File: src/rtl/weight_pkg.sv
// rtl/weight_pkg.sv - shared types and widths for the weight request sequencer
package weight_pkg;

    localparam int OD_W    = 8;
    localparam int ID_W    = 4;
    localparam int CNT_W   = 12;
    localparam int OD_STEP = 2;

    typedef enum logic [1:0] {
        IDLE  = 2'd0,
        ISSUE = 2'd1,
        WAIT  = 2'd2,
        DONE  = 2'd3
    } seq_state_t;

endpackage

File: src/rtl/weight_sequencer_if.sv
// rtl/weight_sequencer_if.sv - control, tile handshake and index bundle of the weight sequencer
interface weight_sequencer_if #(
    parameter int OD_W  = weight_pkg::OD_W,
    parameter int ID_W  = weight_pkg::ID_W,
    parameter int CNT_W = weight_pkg::CNT_W
);
    logic              start_i;
    logic              abort_i;
    logic [OD_W-1:0]   total_od_i;
    logic [ID_W:0]     total_id_i;
    logic              tile_ack_i;
    logic [OD_W-1:0]   weight_od1_o;
    logic [ID_W-1:0]   weight_id_o;
    logic              od2_valid_o;
    logic [OD_W-1:0]   total_od_o;
    logic              weight_req_o;
    logic              busy_o;
    logic              done_o;
    logic [CNT_W-1:0]  tile_cnt_o;

    modport master (
        output start_i, abort_i, total_od_i, total_id_i, tile_ack_i,
        input  weight_od1_o, weight_id_o, od2_valid_o, total_od_o,
               weight_req_o, busy_o, done_o, tile_cnt_o
    );

    modport slave (
        input  start_i, abort_i, total_od_i, total_id_i, tile_ack_i,
        output weight_od1_o, weight_id_o, od2_valid_o, total_od_o,
               weight_req_o, busy_o, done_o, tile_cnt_o
    );
endinterface

File: src/rtl/nested_loop_counter.sv
// rtl/nested_loop_counter.sv - inner/outer index counter; outer steps by OD_STEP
module nested_loop_counter
    import weight_pkg::*;
#(
    parameter int IN_W  = ID_W,
    parameter int OUT_W = OD_W
) (
    input  logic             clk,
    input  logic             rst_n,
    input  logic             clear,
    input  logic             advance,
    input  logic [IN_W:0]    inner_lim,
    input  logic [OUT_W-1:0] outer_lim,
    output logic [IN_W-1:0]  inner,
    output logic [OUT_W-1:0] outer,
    output logic             last
);
    logic [IN_W-1:0]  inner_q;
    logic [OUT_W-1:0] outer_q;
    logic [OUT_W:0]   next_outer;
    logic             inner_wrap;
    logic             outer_done;

    // One extra bit on both compares so the top index never wraps back to 0
    assign inner_wrap = ({1'b0, inner_q} + (IN_W+1)'(1)) >= inner_lim;
    assign next_outer = {1'b0, outer_q} + (OUT_W+1)'(OD_STEP);
    assign outer_done = next_outer >= {1'b0, outer_lim};
    assign last       = inner_wrap && outer_done;

    assign inner = inner_q;
    assign outer = outer_q;

    always_ff @(posedge clk or negedge rst_n) begin
        if (!rst_n) begin
            inner_q <= '0;
            outer_q <= '0;
        end else if (clear) begin
            inner_q <= '0;
            outer_q <= '0;
        end else if (advance) begin
            if (!inner_wrap) begin
                inner_q <= inner_q + IN_W'(1);
            end else begin
                inner_q <= '0;
                outer_q <= next_outer[OUT_W-1:0];
            end
        end
    end
endmodule

File: src/rtl/weight_sequencer.sv
// rtl/weight_sequencer.sv - walks (od pair, id) tiles of a layer, one request per acknowledged tile
module weight_sequencer
    import weight_pkg::*;
#(
    parameter int OD_W  = weight_pkg::OD_W,
    parameter int ID_W  = weight_pkg::ID_W,
    parameter int CNT_W = weight_pkg::CNT_W
) (
    input  logic               clk,
    input  logic               reset,
    weight_sequencer_if.slave  bus
);
    seq_state_t       state;
    logic [OD_W-1:0]  tot_od_q;
    logic [ID_W:0]    tot_id_q;
    logic [CNT_W-1:0] cnt_q;
    logic             req_q;
    logic             busy_q;
    logic             done_q;
    logic [OD_W-1:0]  od1;
    logic [ID_W-1:0]  id;
    logic             last;
    logic             clear;
    logic             advance;

    // Abort wins over start and ack, so the counter must not move on that edge either
    assign clear   = (state == IDLE) && bus.start_i && !bus.abort_i;
    assign advance = (state == WAIT) && bus.tile_ack_i && !bus.abort_i && !last;

    nested_loop_counter #(
        .IN_W  (ID_W),
        .OUT_W (OD_W)
    ) u_loop (
        .clk       (clk),
        .rst_n     (reset),
        .clear     (clear),
        .advance   (advance),
        .inner_lim (tot_id_q),
        .outer_lim (tot_od_q),
        .inner     (id),
        .outer     (od1),
        .last      (last)
    );

    always_ff @(posedge clk or negedge reset) begin
        if (!reset) begin
            state    <= IDLE;
            tot_od_q <= '0;
            tot_id_q <= '0;
            cnt_q    <= '0;
            req_q    <= 1'b0;
            busy_q   <= 1'b0;
            done_q   <= 1'b0;
        end else begin
            req_q  <= 1'b0;
            done_q <= 1'b0;
            if (bus.abort_i) begin
                state  <= IDLE;
                busy_q <= 1'b0;
            end else begin
                case (state)
                    IDLE: begin
                        if (bus.start_i) begin
                            tot_od_q <= bus.total_od_i;
                            tot_id_q <= bus.total_id_i;
                            cnt_q    <= '0;
                            busy_q   <= 1'b1;
                            if (bus.total_od_i == '0 || bus.total_id_i == '0) begin
                                state  <= DONE;
                                done_q <= 1'b1;
                            end else begin
                                state <= ISSUE;
                                req_q <= 1'b1;
                            end
                        end
                    end
                    ISSUE: begin
                        state <= WAIT;
                    end
                    WAIT: begin
                        if (bus.tile_ack_i) begin
                            if (cnt_q != '1) cnt_q <= cnt_q + CNT_W'(1);
                            if (last) begin
                                state  <= DONE;
                                done_q <= 1'b1;
                            end else begin
                                state <= ISSUE;
                                req_q <= 1'b1;
                            end
                        end
                    end
                    DONE: begin
                        state  <= IDLE;
                        busy_q <= 1'b0;
                    end
                    default: begin
                        state  <= IDLE;
                        busy_q <= 1'b0;
                    end
                endcase
            end
        end
    end

    assign bus.weight_od1_o = od1;
    assign bus.weight_id_o  = id;
    assign bus.od2_valid_o  = ({1'b0, od1} + (OD_W+1)'(1)) < {1'b0, tot_od_q};
    assign bus.total_od_o   = tot_od_q;
    assign bus.weight_req_o = req_q;
    assign bus.busy_o       = busy_q;
    assign bus.done_o       = done_q;
    assign bus.tile_cnt_o   = cnt_q;
endmodule
File: src/flat_wrapper.sv
// flat-port wrapper written by rule: the top's interface ports become plain ports
module weight_sequencer_flat import weight_pkg::*;
#(
    parameter int OD_W  = weight_pkg::OD_W,
    parameter int ID_W  = weight_pkg::ID_W,
    parameter int CNT_W = weight_pkg::CNT_W
)
  (clk, reset, bus_start_i, bus_abort_i, bus_total_od_i, bus_total_id_i, bus_tile_ack_i, bus_weight_od1_o, bus_weight_id_o, bus_od2_valid_o, bus_total_od_o, bus_weight_req_o, bus_busy_o, bus_done_o, bus_tile_cnt_o);
  weight_sequencer_if #(.OD_W(OD_W), .ID_W(ID_W), .CNT_W(CNT_W)) bus_i ();
  input  logic clk;
  input  logic reset;
  input wire logic [$bits(bus_i.start_i)-1:0] bus_start_i;
  input wire logic [$bits(bus_i.abort_i)-1:0] bus_abort_i;
  input wire logic [$bits(bus_i.total_od_i)-1:0] bus_total_od_i;
  input wire logic [$bits(bus_i.total_id_i)-1:0] bus_total_id_i;
  input wire logic [$bits(bus_i.tile_ack_i)-1:0] bus_tile_ack_i;
  output wire logic [$bits(bus_i.weight_od1_o)-1:0] bus_weight_od1_o;
  output wire logic [$bits(bus_i.weight_id_o)-1:0] bus_weight_id_o;
  output wire logic [$bits(bus_i.od2_valid_o)-1:0] bus_od2_valid_o;
  output wire logic [$bits(bus_i.total_od_o)-1:0] bus_total_od_o;
  output wire logic [$bits(bus_i.weight_req_o)-1:0] bus_weight_req_o;
  output wire logic [$bits(bus_i.busy_o)-1:0] bus_busy_o;
  output wire logic [$bits(bus_i.done_o)-1:0] bus_done_o;
  output wire logic [$bits(bus_i.tile_cnt_o)-1:0] bus_tile_cnt_o;
  assign bus_i.start_i = bus_start_i;
  assign bus_i.abort_i = bus_abort_i;
  assign bus_i.total_od_i = bus_total_od_i;
  assign bus_i.total_id_i = bus_total_id_i;
  assign bus_i.tile_ack_i = bus_tile_ack_i;
  assign bus_weight_od1_o = bus_i.weight_od1_o;
  assign bus_weight_id_o = bus_i.weight_id_o;
  assign bus_od2_valid_o = bus_i.od2_valid_o;
  assign bus_total_od_o = bus_i.total_od_o;
  assign bus_weight_req_o = bus_i.weight_req_o;
  assign bus_busy_o = bus_i.busy_o;
  assign bus_done_o = bus_i.done_o;
  assign bus_tile_cnt_o = bus_i.tile_cnt_o;
  weight_sequencer #(.OD_W(OD_W), .ID_W(ID_W), .CNT_W(CNT_W)) u_core (.clk(clk), .reset(reset), .bus(bus_i));
endmodule
File: config.mk
export PLATFORM = sky130hd
export DESIGN_NAME = weight_sequencer_flat
export DESIGN_NICKNAME = d
export VERILOG_FILES = /design/src/rtl/weight_pkg.sv /design/src/rtl/weight_sequencer_if.sv /design/src/rtl/nested_loop_counter.sv /design/src/rtl/weight_sequencer.sv /design/src/flat_wrapper.sv
export SDC_FILE = /design/constraint.sdc
export NUM_CORES = 1
export LEC_CHECK = 0
export CAP_MARGIN = 40
export CORE_MARGIN = 3
export CORE_UTILIZATION = 52
export DETAILED_ROUTE_END_ITERATION = 8
export GPL_TIMING_DRIVEN = 0
export PLACE_DENSITY_LB_ADDON = 0.05
export SLEW_MARGIN = 0
export SYNTH_ARGS = -nofsm -noshare
export SYNTH_HDL_FRONTEND = slang
export SYNTH_SLANG_ARGS = --single-unit
File: constraint.sdc
create_clock -name clk -period 2.7 [get_ports clk]
set_input_delay 0.27 -clock clk [delete_from_list [all_inputs] [get_ports clk]]
set_output_delay 0.27 -clock clk [all_outputs]
set_load 0.01 [all_outputs]
Word-level counts from Yosys, hierarchy flattened:

Index checks and enable logic that the tools add are counted.

* ROM bits: 0
* RAM bits: 0
* input bits: 18
* bits in latches: 0
* register bits after elaboration: 42
* memories: 0

* reduce and logical (&&, ||, !) cells: 21
* magnitude comparators: 3
* multipliers: 0
* shift-type cells: 0
* muxes and demuxes: 31
* divide/modulo/power cells: 0
* bitwise gates (word level): 1
* equal/unequal tests: 9
* add/sub/neg operators: 5

Operators with widths (count)
* 12-bit 2-to-1 mux: 3
* 8-bit 2-to-1 mux: 3
* 12-bit one-hot mux with 2 select lines: 1
* 12-bit by 1-bit adder with 12-bit output (second input constant): 1
* 1-bit 2-to-1 mux: 12
* 4-bit 2-to-1 mux: 3
* 12-bit inequality test (second input constant): 1
* 2-bit 2-to-1 mux: 5
* 8-bit by 1-bit adder with 9-bit output (second input constant): 1
* 8-bit by 2-bit adder with 9-bit output (second input constant): 1
* 9-bit by 8-bit greater-or-equal comparator with 1-bit output: 1
* 9-bit by 8-bit less-than comparator with 1-bit output: 1
* 8-bit logical NOT: 1
* 2-bit one-hot mux with 4 select lines: 1
* 1-bit logical AND: 6
* 2-bit inequality test (second input constant): 3
* 3-bit inequality test (second input constant): 2
* 1-bit one-hot mux with 2 select lines: 3
* 2-bit AND reduction: 3
* 2-bit nonzero test: 3
* 4-bit by 1-bit adder with 5-bit output (second input constant): 1
* 5-bit greater-or-equal comparator: 1
* 5-bit logical NOT: 1
* 5-bit AND reduction: 1
* other kinds (9): 11

Depth between registers and ports, before layout:

Gate-level depths: netlist of the first run.

* depth after elaboration: 7
* gate-level depth with buffers: 10
* gate-level depth less buffers: 9

Cells and area by module:

A second synthesis of the first run with hierarchy kept.

* cells, all modules: 308
* area, all modules: 2703.8 µm²

By module, submodules not included
* weight_sequencer: times used 1, area each 1724.2 µm², cells each 193
* nested_loop_counter: times used 1, area each 979.7 µm², cells each 115

Least setup slack after synthesis of the first run:

OpenSTA, ideal clock, no wires.

* kind: flip-flop to flip-flop
* start: register u_core.u_loop.outer_q[1], in the netlist u_core.u_loop.outer[1]
* end: register u_core.u_loop.outer_q[1], in the netlist u_core.u_loop.outer[1]
* buffers on the path: 0
* cell stages (with the launch flop): 10
* setup slack: 0.219 ns
* arrival time: 2.401 ns
* required time: 2.621 ns
* cells stage by stage: dfrtp_1 -> ha_1 -> nand3_1 -> xnor2_1 -> ha_1 -> o21a_1 -> o21ai_0 -> a31oi_1 -> nor4_2 -> mux2i_1

* cells in the longest elaborated chain, start to end: 7
* elaborated cells between the ends (all ways): 10

RTL lines
* start: declaration: RTL line nested_loop_counter.sv:19 `logic [OUT_W-1:0] outer_q;`
* start signal: assignment: RTL line nested_loop_counter.sv:45 `outer_q <= next_outer[OUT_W-1:0];`
* 8-bit by 2-bit adder with 9-bit output *: RTL line nested_loop_counter.sv:26 `assign next_outer = {1'b0, outer_q} + (OUT_W+1)'(OD_STEP);`
* 9-bit by 8-bit greater-or-equal comparator with 1-bit output: RTL line nested_loop_counter.sv:27 `assign outer_done = next_outer >= {1'b0, outer_lim};`
* 1-bit logical AND: RTL line nested_loop_counter.sv:28 `assign last = inner_wrap && outer_done;`
* 1-bit logical NOT: RTL line weight_sequencer.sv:28 `assign advance = (state == WAIT) && bus.tile_ack_i && !bus.abort_i && !last;`
* 1-bit logical AND: RTL line weight_sequencer.sv:28
* 2-bit nonzero test (no line)
* 2-bit AND reduction (no line)

Every way passes the cells marked *; elsewhere a longest branch is shown, timed or not. The select of a mux whose other input is x is not followed.
A chain may end at the register's enable or synchronous reset.

Final worst setup path of the first run:

* start: register u_core.u_loop.outer_q[1], in the netlist u_core.u_loop.outer[1]
* end: register u_core.u_loop.outer_q[7], in the netlist u_core.u_loop.outer[7]

The elaborated chain is that of the path after synthesis.

==> flow_metrics.env, run 1 <==
export IMPL_synthMuxAreaShare=0.0348
export IMPL_fin_crit_ns=2.62
export IMPL_synth_enable_flop_cells=0
export IMPL_p_int_uw=1230
export IMPL_place_gp_congestion=0.794
export IMPL_yosysSeqAreaShare=0.391
export IMPL_r2r_start="u_core.u_loop.outer[1]"
export IMPL_ir_drop_mv=0.382
export IMPL_max_freq_ghz=0.381
export IMPL_die_y_um=77
export IMPL_clk_pin_slew_ns=0.08
export IMPL_comb_power_share=0.292
export IMPL_grt_ovfl_total=0
export IMPL_max_slew_worst_pin_slew_ns=0.728
export IMPL_multi_input_area_mm2=0.00145
export IMPL_syn_area_mm2=0.00262
export IMPL_ios=54
export IMPL_wire_per_inst_um=14.8
export IMPL_hold_viol=0
export IMPL_ys_ff_latch=41
export IMPL_drt_first_pass_iters=4
export IMPL_crit_chain="ha_2 -> nand3_1 -> xnor2_1 -> ha_1 -> o21a_1 -> o21ai_0 -> a31oi_2 -> nor4_1 -> mux2i_1"
export IMPL_drc=0
export IMPL_grtUsageTotal=0.225
export IMPL_min_period_over_period=0.971
export IMPL_critPathMaxStageDelay_ns=0.46
export IMPL_p_sw_frac=0.299
export IMPL_cts_tree="built"
export IMPL_grt_first_pass_wirelength_um=10800
export IMPL_grt_antenna_before_repair=0
export IMPL_hp_class="in -> async"
export IMPL_cp_top_family="compound AO/OA/AOI/OAI gates"
export IMPL_synth_area_leader_cell="dfrtp_1"
export IMPL_clock_sinks=41
export IMPL_synth_xor_area_share=0.0501
export IMPL_placementRows=25
export IMPL_finalSetupViolations=0
export IMPL_htreeDepth=2
export IMPL_clockRootBuffer="clkbuf_8"
export IMPL_maxCapViolCount=0
export IMPL_fillers=386
export IMPL_dieArea_mm2=0.00593
export IMPL_synth_area_leaders="dfrtp_1 39%, ha_1 11%, nand2_1 6.6%"
export IMPL_synth_compound_area_frac=0.147
export IMPL_io_buffers=52
export IMPL_antenna_cells=0
export IMPL_die_w_um=77
export IMPL_hpwl_um=4550
export IMPL_rr_worst_depth=9
export IMPL_power_frac_clock=0.291
export IMPL_p_total_uw=1750
export IMPL_synth_nets=323
export IMPL_p_leak_uw=0.00148
export IMPL_placed_area_mm2=0.00324
export IMPL_grt_pass1_vias=2282
export IMPL_fin_nets=385
export IMPL_p_switching_uw=524
export IMPL_grt_max_degree=29
export IMPL_coreArea_mm2=0.00479
export IMPL_synth_ff_type="dfrtp_1"
export IMPL_routed_wl_um=6100
export IMPL_cp_slowest_cell="dfrtp_2"
export IMPL_synth_common_cells="46 x nand2_1, 41 x dfrtp_1, 22 x ha_1"
export IMPL_synth_simple_area_share=0.203
export IMPL_slew_viol_final=0
export IMPL_maxSlewHeadroom=0.513
export IMPL_p_seq_frac=0.418
export IMPL_crit_path_end_kind="flop"
export IMPL_ys_types=49
export IMPL_status="finished clean"
export IMPL_cts_path_max_buffers=2
export IMPL_critPathLaunchType="flop"
export IMPL_ff_latch_area_mm2=0.00103
export IMPL_p_per_area_mw_per_mm2=513
export IMPL_routed_via_density=5.36
export IMPL_syn_to_final_growth_pct=30.3
export IMPL_synth_area_per_cell_um2=9.26
export IMPL_synth_warnings=0
export IMPL_final_cell_area_mm2=0.00341
export IMPL_critPathRequiredTime_ns=2.91
export IMPL_detail_route_antenna_nets=0
export IMPL_reg2reg_to="u_core.u_loop.outer[7]"
export IMPL_synth_async_reset_ratio=1.00
export IMPL_synth_cells=283
export IMPL_synth_top_family_by_area="simple AND/OR/NAND/NOR gates"
export IMPL_cts_made_buffers=5
export IMPL_initial_core_util=0.548
export IMPL_yosys_area_top_type_share=0.391
export IMPL_critPathKind="reg -> reg"
export IMPL_drt_initial_drc_count=115
export IMPL_synth_most_common_cell="nand2_1"
export IMPL_insertion_delay_ns=0.29
export IMPL_worst_path_max_fanout=8
export IMPL_worstPathArrival_ns=2.83
export IMPL_path_buf_inv=0
export IMPL_r2r_slack_ns=0.08
export IMPL_worst_clock_skew_ns=0.00587
export IMPL_synthAdderAreaFrac=0.105
export IMPL_drive_gt1_frac=0.104
export IMPL_vias=2212
## flip-flops by register name, indices dropped and copies added, names as in the netlist
signal                   flops
u_core.bus.busy_o            1
u_core.bus.done_o            1
u_core.bus.total_od_o        8
u_core.bus.weight_req_o      1
u_core.tot_id_q              5
u_core.u_loop.inner          4
u_core.state                 2
u_core.u_loop.outer          7
u_core.bus.tile_cnt_o       12
## worst reg2reg max path, delay by kind of cell, from the launching register on
kind / cells / cell delay [ns]
flip-flops: 1 / 0.46
adder cells (fa/ha/maj): 2 / 0.53
AO/OA/AOI/OAI: 3 / 0.62
AND/OR/NAND/NOR: 2 / 0.51
multiplexers: 1 / 0.23
XOR/XNOR: 1 / 0.20
## logic make-up after synthesis
group                      count (synthesis)
other                                      1
DFF                                       41
xor gates and xnor gates                  15
muxes                                      9
AOI/OAI and AO/OA                         58
and+or+nand+nor                          105
adders and majority gates                 22
buffers and inverters                     32
## layer usage
metal  routed length [µm]  global-route usage
met1                 2770               0.310
met2                 2990               0.372
met3                  281              0.0387
met4                   56              0.0498
met5                    0                   0
## worst max path at each step
stage                             end  depth (start not counted)  slack (ns)                   start
2_1_floorplan  u_core.u_loop.outer[1]                          9        0.22  u_core.u_loop.outer[1]
3_5_place_dp   u_core.u_loop.outer[1]                          9       -0.13  u_core.u_loop.outer[1]
4_1_cts        u_core.u_loop.outer[1]                          9       0.002  u_core.u_loop.outer[1]
6_report       u_core.u_loop.outer[7]                          9        0.08  u_core.u_loop.outer[1]
3_3_place_gp   u_core.u_loop.outer[2]                          9       -0.06  u_core.u_loop.outer[1]
5_1_grt        u_core.u_loop.inner[3]                          9       -0.12  u_core.u_loop.outer[1]
## what timing repair did
action / 4_1_cts / 5_1_grt
pin swaps: 0 / 1
resized for setup: 1 / 8
setup buffers: 0 / 1
setup endpoints to repair: 4 / 15
hold buffers: 1 / 0
hold endpoints to repair: 13 / 0
## cell type report
class                   count  area share
clock buffers               7      0.0253
well taps                  67      0.0246
plain buffers              15      0.0330
flip-flops and latches     41       0.301
inverters                  17      0.0187
multi-input cells         210       0.426
repair buffers             55       0.163
clock inverters             1     0.00879
## power by group through the flow
stage | Combinational [µW] | Sequential [µW] | Clock [µW]
floorplan | 264 | 758 | 0
global placement | 482 | 741 | 0
CTS | 508 | 732 | 524
finish | 511 | 732 | 510
global route | 581 | 742 | 554
detailed placement | 500 | 744 | 0
## cells in the final DEF (no fill, tap or decap), types with 2 or more instances in the layout
master / count
clkbuf_8: 6
xor2_1: 3
a31oi_1: 3
o21a_1: 2
o21ai_0: 18
o211ai_1: 2
ha_1: 21
o31ai_1: 2
nor2b_1: 4
nand3b_1: 2
buf_4: 2
a21oi_1: 9
clkdlybuf4s50_1: 50
buf_2: 4
a211oi_1: 6
inv_1: 17
nor2_1: 14
and3_1: 2
dfrtp_1: 39
o22ai_1: 3
nand2b_1: 2
nand2_1: 46
mux2i_1: 8
nor4_1: 3
dfrtp_2: 2
clkbuf_1: 6
nand3_1: 14
or2b_1: 3
and4_1: 3
a21o_1: 3
nor3b_1: 2
buf_6: 5
nor4_2: 2
xnor2_1: 12
## metrics by stage
step	TNS [ns]	setup slack [ns]	std cells	hold WS (ns)	util
final	0	0.0780	413	0.400	0.713
after global routing	-0.974	-0.122	413	0.428	0.713
after CTS	0	0.00151	412	0.404	0.705
after detailed placement	-0.417	-0.127	403	0.188	0.677
after global placement	-0.215	-0.0552	402	0.463	0.674
after floorplan	0	0.219	283	-0.0256	-
(Power assumes the default switching activity.)
==> inputs of run 2 (changes only) <==
clock period = 2.9 ns   (was 2.7 ns; I/O delays follow)
==> run 2 against run 1 <==
Compared with the run above: flip-flop and latch count unchanged; global-route usage decreased by 0.050 points; clock power down 6.7%; register-to-register slack better by 0.11 ns; cell area fell by 0.59%; critical endpoint is now u_core.u_loop.outer[3]; largest power group unchanged.
==> flow_metrics.env, run 2 (same netlist as run 1, synthesis figures left out) <==
export IMPL_status="finished clean"
export IMPL_worst_path_max_fanout=8
export IMPL_fillers=391
export IMPL_drc=0
export IMPL_slew_viol_final=0
export IMPL_grt_ovfl_total=0
export IMPL_antenna_cells=0
export IMPL_critPathLaunchType="flop"
export IMPL_crit_path_end_kind="flop"
export IMPL_initial_core_util=0.548
export IMPL_detail_route_antenna_nets=0
export IMPL_htreeDepth=2
export IMPL_hpwl_um=4550
export IMPL_fin_hold_ws_ns=0.421
export IMPL_final_common_cell="clkdlybuf4s50_1"
export IMPL_routed_wl_um=6080
export IMPL_drt_initial_drc_count=114
export IMPL_r2r_start="u_core.u_loop.outer[1]"
export IMPL_rr_worst_depth=9
export IMPL_grtUsageTotal=0.224
export IMPL_drive_gt1_frac=0.0896
export IMPL_coreArea_mm2=0.00479
export IMPL_grt_antenna_before_repair=0
export IMPL_fin_util=0.709
export IMPL_wire_per_inst_um=14.7
export IMPL_hp_class="in -> async"
export IMPL_grt_pass1_vias=2290
export IMPL_worst_clock_skew_ns=0.00697
export IMPL_drt_first_pass_iters=4
export IMPL_die_w_um=77
export IMPL_r2r_slack_ns=0.19
export IMPL_clockRootBuffer="clkbuf_8"
export IMPL_final_cell_mix="51 x clkdlybuf4s50_1, 46 x nand2_1, 41 x dfrtp_1, 22 x ha_1, 18 x o21ai_0"
export IMPL_fin_nets=385
export IMPL_grtUsageMet1=0.307
export IMPL_max_freq_ghz=0.369
export IMPL_worstPathArrival_ns=2.93
export IMPL_critPathRequiredTime_ns=3.12
export IMPL_dieArea_mm2=0.00593
export IMPL_ir_drop_mv=0.355
export IMPL_grt_busiest_layer="met2"
export IMPL_min_period_over_period=0.936
export IMPL_final_cell_area_mm2=0.00339
export IMPL_placed_area_mm2=0.00324
export IMPL_max_slew_worst_pin_slew_ns=0.737
export IMPL_hold_viol=0
export IMPL_cts_tree="built"
export IMPL_grtUsageMet2=0.375
export IMPL_finalSetupViolations=0
export IMPL_placementRows=25
export IMPL_routed_via_density=5.38
export IMPL_maxCapViolCount=0
export IMPL_insertion_delay_ns=0.29
export IMPL_io_buffers=52
export IMPL_clock_sinks=41
export IMPL_place_gp_congestion=0.794
export IMPL_maxSlewHeadroom=0.507
export IMPL_vias=2223
export IMPL_fin_crit_ns=2.71
export IMPL_ios=54
export IMPL_largest_register_ffs=12
export IMPL_p_leak_uw=0.00149
export IMPL_grt_max_degree=29
export IMPL_reg2reg_to="u_core.u_loop.outer[3]"
export IMPL_critPathKind="reg -> reg"
export IMPL_p_per_area_mw_per_mm2=480
export IMPL_clk_pin_slew_ns=0.08
export IMPL_cts_made_buffers=5
export IMPL_grt_first_pass_wirelength_um=10800
export IMPL_cts_path_max_buffers=2
export IMPL_grt_use_met3=0.0387
export IMPL_syn_to_final_growth_pct=29.5
export IMPL_die_y_um=77
==> run 2: cell types whose count changed in the layout (fill, tap and decap cells not counted), sizes merged <==
cell | previous run | this run
clkdlybuf4s50 | 50 | 51
dlymetal6s2s | 1 | 0
==> run 2: through the flow <==
step	TNS, ns	total power [µW]	setup slack, ns	instances
2_1_floorplan	0	952	0.419	283
3_3_place_gp	0	1140	0.145	402
3_5_place_dp	0	1160	0.0728	403
4_1_cts	0	1640	0.0374	412
5_1_grt	-0.0124	1740	-0.0124	413
6_report	0	1630	0.187	413
==> run 2: repair_timing <==
item / CTS / global route
gates resized for setup: 0 / 3
hold endpoints to repair: 13 / 0
hold buffers: 1 / 0
endpoints found under the setup margin: 0 / 5
buffers inserted: 0 / 1
==> run 2: report_power, final <==
part / internal [µW] / switching, µW
registers: 635 / 46.8
logic: 227 / 244
clock network: 281 / 195
total: 1140 / 486
==> run 2: metal layers <==
| layer | wire length, µm | vias to the layer above |
|---|---|---|
| li1 | - | 1110 |
| met2 | 2970 | 51 |
| met5 | 0 | - |
| met1 | 2830 | 1058 |
| met4 | 38 | 0 |
| met3 | 238 | 4 |
==> run 2: worst max-delay path, stage by stage (launching register included) <==
cell     delay [ns]
dfrtp_1        0.51
ha_1           0.31
nand3_1        0.11
xnor2_1        0.20
ha_1           0.27
o21a_1         0.20
o21ai_0        0.19
a31oi_2        0.13
nor4_1         0.47
mux2i_1        0.24
==> run 2: worst max path at each step <==
| stage | startpoint | to | depth (start not counted) |
|---|---|---|---|
| 4_1_cts | u_core.u_loop.outer[1] | u_core.u_loop.outer[1] | 9 |
| 3_3_place_gp | u_core.u_loop.outer[1] | u_core.u_loop.outer[2] | 9 |
| 2_1_floorplan | u_core.u_loop.outer[1] | u_core.u_loop.outer[1] | 9 |
| 3_5_place_dp | u_core.u_loop.outer[1] | u_core.u_loop.outer[1] | 9 |
| 5_1_grt | u_core.u_loop.outer[1] | u_core.u_loop.outer[3] | 9 |
| 6_report | u_core.u_loop.outer[1] | u_core.u_loop.outer[3] | 9 |
==> run 2: area by class of cell <==
type / instances / area [µm²] / area share
clock inverters: 1 / 30.0 / 0.00885
flip-flops and latches: 41 / 1030 / 0.302
inverters: 17 / 63.8 / 0.0188
well taps: 67 / 83.8 / 0.0247
multi-input cells: 210 / 1440 / 0.424
clock buffers: 7 / 86.3 / 0.0254
plain buffers: 15 / 113 / 0.0332
repair buffers: 55 / 553 / 0.163
==> inputs of run 3 (changes only) <==
ABC_AREA = 1   (was unset)
==> run 3 against run 2 <==
Compared with the run above: cell count is 17% higher; global-route usage is 0.69 points higher; first-iteration DRC count is 7.0% lower; worst hold slack better by 0.080 ns.
==> flow_metrics.env, run 3 <==
export IMPL_status="finished clean"
export IMPL_drive_gt1_frac=0.0867
export IMPL_hpwl_um=5010
export IMPL_grt_antenna_before_repair=0
export IMPL_ys_types=32
export IMPL_grtUsageMet1=0.295
export IMPL_grt_pass1_vias=2513
export IMPL_ys_ff_latch=41
export IMPL_synth_ff_type="dfrtp_1"
export IMPL_hp_class="in -> async"
export IMPL_drt_first_pass_iters=4
export IMPL_worst_clock_skew_ns=0.00910
export IMPL_die_y_um=77.7
export IMPL_fin_nets=454
export IMPL_synth_enable_flop_cells=0
export IMPL_grt_first_pass_wirelength_um=11200
export IMPL_wire_per_inst_um=13.5
export IMPL_critPathRequiredTime_ns=2.61
export IMPL_grt_max_degree=23
export IMPL_crit_start="u_core.u_loop.outer[1]"
export IMPL_critPathKind="reg -> out"
export IMPL_cts_tree="built"
export IMPL_io_buffers=52
export IMPL_ios=54
export IMPL_drc=0
export IMPL_clock_sinks=41
export IMPL_hold_viol=0
export IMPL_min_period_over_period=0.915
export IMPL_grt_ovfl_total=0
export IMPL_synth_most_common_cell="nand2_1"
export IMPL_synth_cells=353
export IMPL_die_w_um=77.7
export IMPL_yosysSeqAreaShare=0.384
export IMPL_grtUsageMet2=0.400
export IMPL_max_freq_ghz=0.377
export IMPL_synth_nets=393
export IMPL_largest_register_ffs=12
export IMPL_worstPathArrival_ns=2.36
export IMPL_maxSlewHeadroom=0.640
export IMPL_tns_ns=0
export IMPL_cts_resized_gates=0
export IMPL_syn_to_final_growth_pct=27.6
export IMPL_place_gp_congestion=0.881
export IMPL_dpl_cell_count=473
export IMPL_drt_initial_drc_count=106
export IMPL_clk_pin_slew_ns=0.08
export IMPL_final_cell_count_no_fill=482
export IMPL_ir_drop_mv=0.393
export IMPL_cts_made_buffers=5
export IMPL_htreeDepth=2
export IMPL_placementRows=25
export IMPL_slew_viol_final=0
export IMPL_p_leak_uw=0.00166
export IMPL_max_slew_worst_pin_slew_ns=0.535
export IMPL_detail_route_antenna_nets=0
export IMPL_synth_area_leader_cell="dfrtp_1"
export IMPL_synth_area_per_cell_um2=7.57
export IMPL_worst_path_max_fanout=6
export IMPL_fin_crit_ns=2.65
export IMPL_synth_common_cells="90 x nand2_1, 46 x inv_1, 41 x dfrtp_1"
export IMPL_routed_via_density=5.22
export IMPL_grt_busiest_layer="met2"
export IMPL_insertion_delay_ns=0.30
export IMPL_maxCapViolCount=0
export IMPL_grtUsageTotal=0.231
export IMPL_synth_async_reset_ratio=1.00
export IMPL_coreArea_mm2=0.00485
export IMPL_dieArea_mm2=0.00603
export IMPL_final_cell_mix="90 x nand2_1, 51 x clkdlybuf4s50_1, 46 x inv_1, 41 x dfrtp_1, 29 x nor2_1"
export IMPL_grt_use_met3=0.0464
export IMPL_initial_core_util=0.551
export IMPL_clockRootBuffer="clkbuf_8"
export IMPL_synth_warnings=0
export IMPL_cts_path_max_buffers=2
export IMPL_yosys_area_top_type_share=0.384
export IMPL_finalSetupViolations=0
export IMPL_critPathLaunchType="flop"
export IMPL_crit_path_end_kind="output port"
export IMPL_synth_area_leaders="dfrtp_1 38%, nand2_1 13%, ha_1 10%"
export IMPL_antenna_cells=0
export IMPL_syn_area_mm2=0.00267
export IMPL_vias=2518
export IMPL_final_common_cell="nand2_1"
export IMPL_rsz0062_at_grt="no"
export IMPL_routed_wl_um=6510
export IMPL_p_per_area_mw_per_mm2=684
export IMPL_r2r_start="u_core.u_loop.outer[1]"
## run 3: cell count changes in the layout (fill, tap and decap cells not counted), moves of 6 or more
cell      delta
nand4_1      +8
nor2_1      +15
nor3_1       +7
inv_1       +29
a21oi_1      +6
a211oi_1     -6
nand3_1      +8
xnor2_1     -12
nand2_1     +44
mux2i_1      -8
## run 3: path summary, 6_finish.rpt
kind | end | slack (ns) | cells after the start
max | bus_od2_valid_o | 0.25 | 9
min | u_core.bus.total_od_o[6] | 0.50 | 2
max reg2reg | u_core.u_loop.outer[1] | 0.25 | 18
min reg2reg | u_core.tot_id_q[0] | 0.50 | 2
max in group asynchronous | u_core.bus.tile_cnt_o[9] | 1.91 | 3
min in group clk | u_core.tot_id_q[0] | 0.50 | 2
## run 3: logic make-up (layout without fill, tap and decap cells)
| kind of cell | Yosys count | in the layout | synth area share |
|---|---|---|---|
| adder cells (fa/ha/maj) | 22 | 22 | 0.103 |
| AO/OA/AOI/OAI | 42 | 42 | 0.0852 |
| flip-flops | 41 | 41 | 0.384 |
| AND/OR/NAND/NOR | 178 | 178 | 0.304 |
| XOR/XNOR | 8 | 8 | 0.0262 |
| other | 1 | 1 | 0.00140 |
| buffers and inverters | 61 | 123 | 0.0960 |
## run 3: cell type report
class,count,area [µm²]
clock inverter,1,5.00
multi-input combinational,251,1390
tap,67,83.8
clock buffer,7,96.3
inverter,50,188
buffer,11,68.8
timing repair buffer,54,553
sequential,41,1030
fill,423,1440
## run 3: report_power, final
group	switching [µW]	total [µW]	internal (µW)
clock network	214	430	216
registers	116	792	676
logic	615	1110	494
total	945	2330	1390
## run 3: metal layers
layer	routed length, µm	up-vias	share of wire
li1	-	1261	-
met1	3010	1181	0.46
met2	3100	70	0.48
met3	321	6	0.049
met4	65	0	0.010
met5	0	-	0
## run 3: worst max-delay path, stage by stage (launching register included)
cell and delay (ns):
dfrtp_1 0.47, ha_1 0.32, o21ai_0 0.15, nand2_1 0.06, a21oi_1 0.18, o21bai_1 0.08
nand3_1 0.07, nand3_1 0.07, a21oi_1 0.12, clkdlybuf4s50_1 0.55
## run 3: repair_timing
item                      in CTS  in global routing
hold endpoints to repair      19                  0
hold buffers                   1                  0
buffers inserted               0                  0
## run 3: through the flow
step	setup WS, ns	hold slack, ns	utilization	total power [µW]	instance area, µm²
floorplan	0.596	-0.00559	-	1470	2670
global placement	0.377	0.473	0.676	1870	3280
finish	0.246	0.501	0.703	2330	3410
global route	0.00351	0.535	0.703	2520	3410
CTS	0.237	0.501	0.703	2340	3410
detailed placement	0.297	0.284	0.680	1910	3300
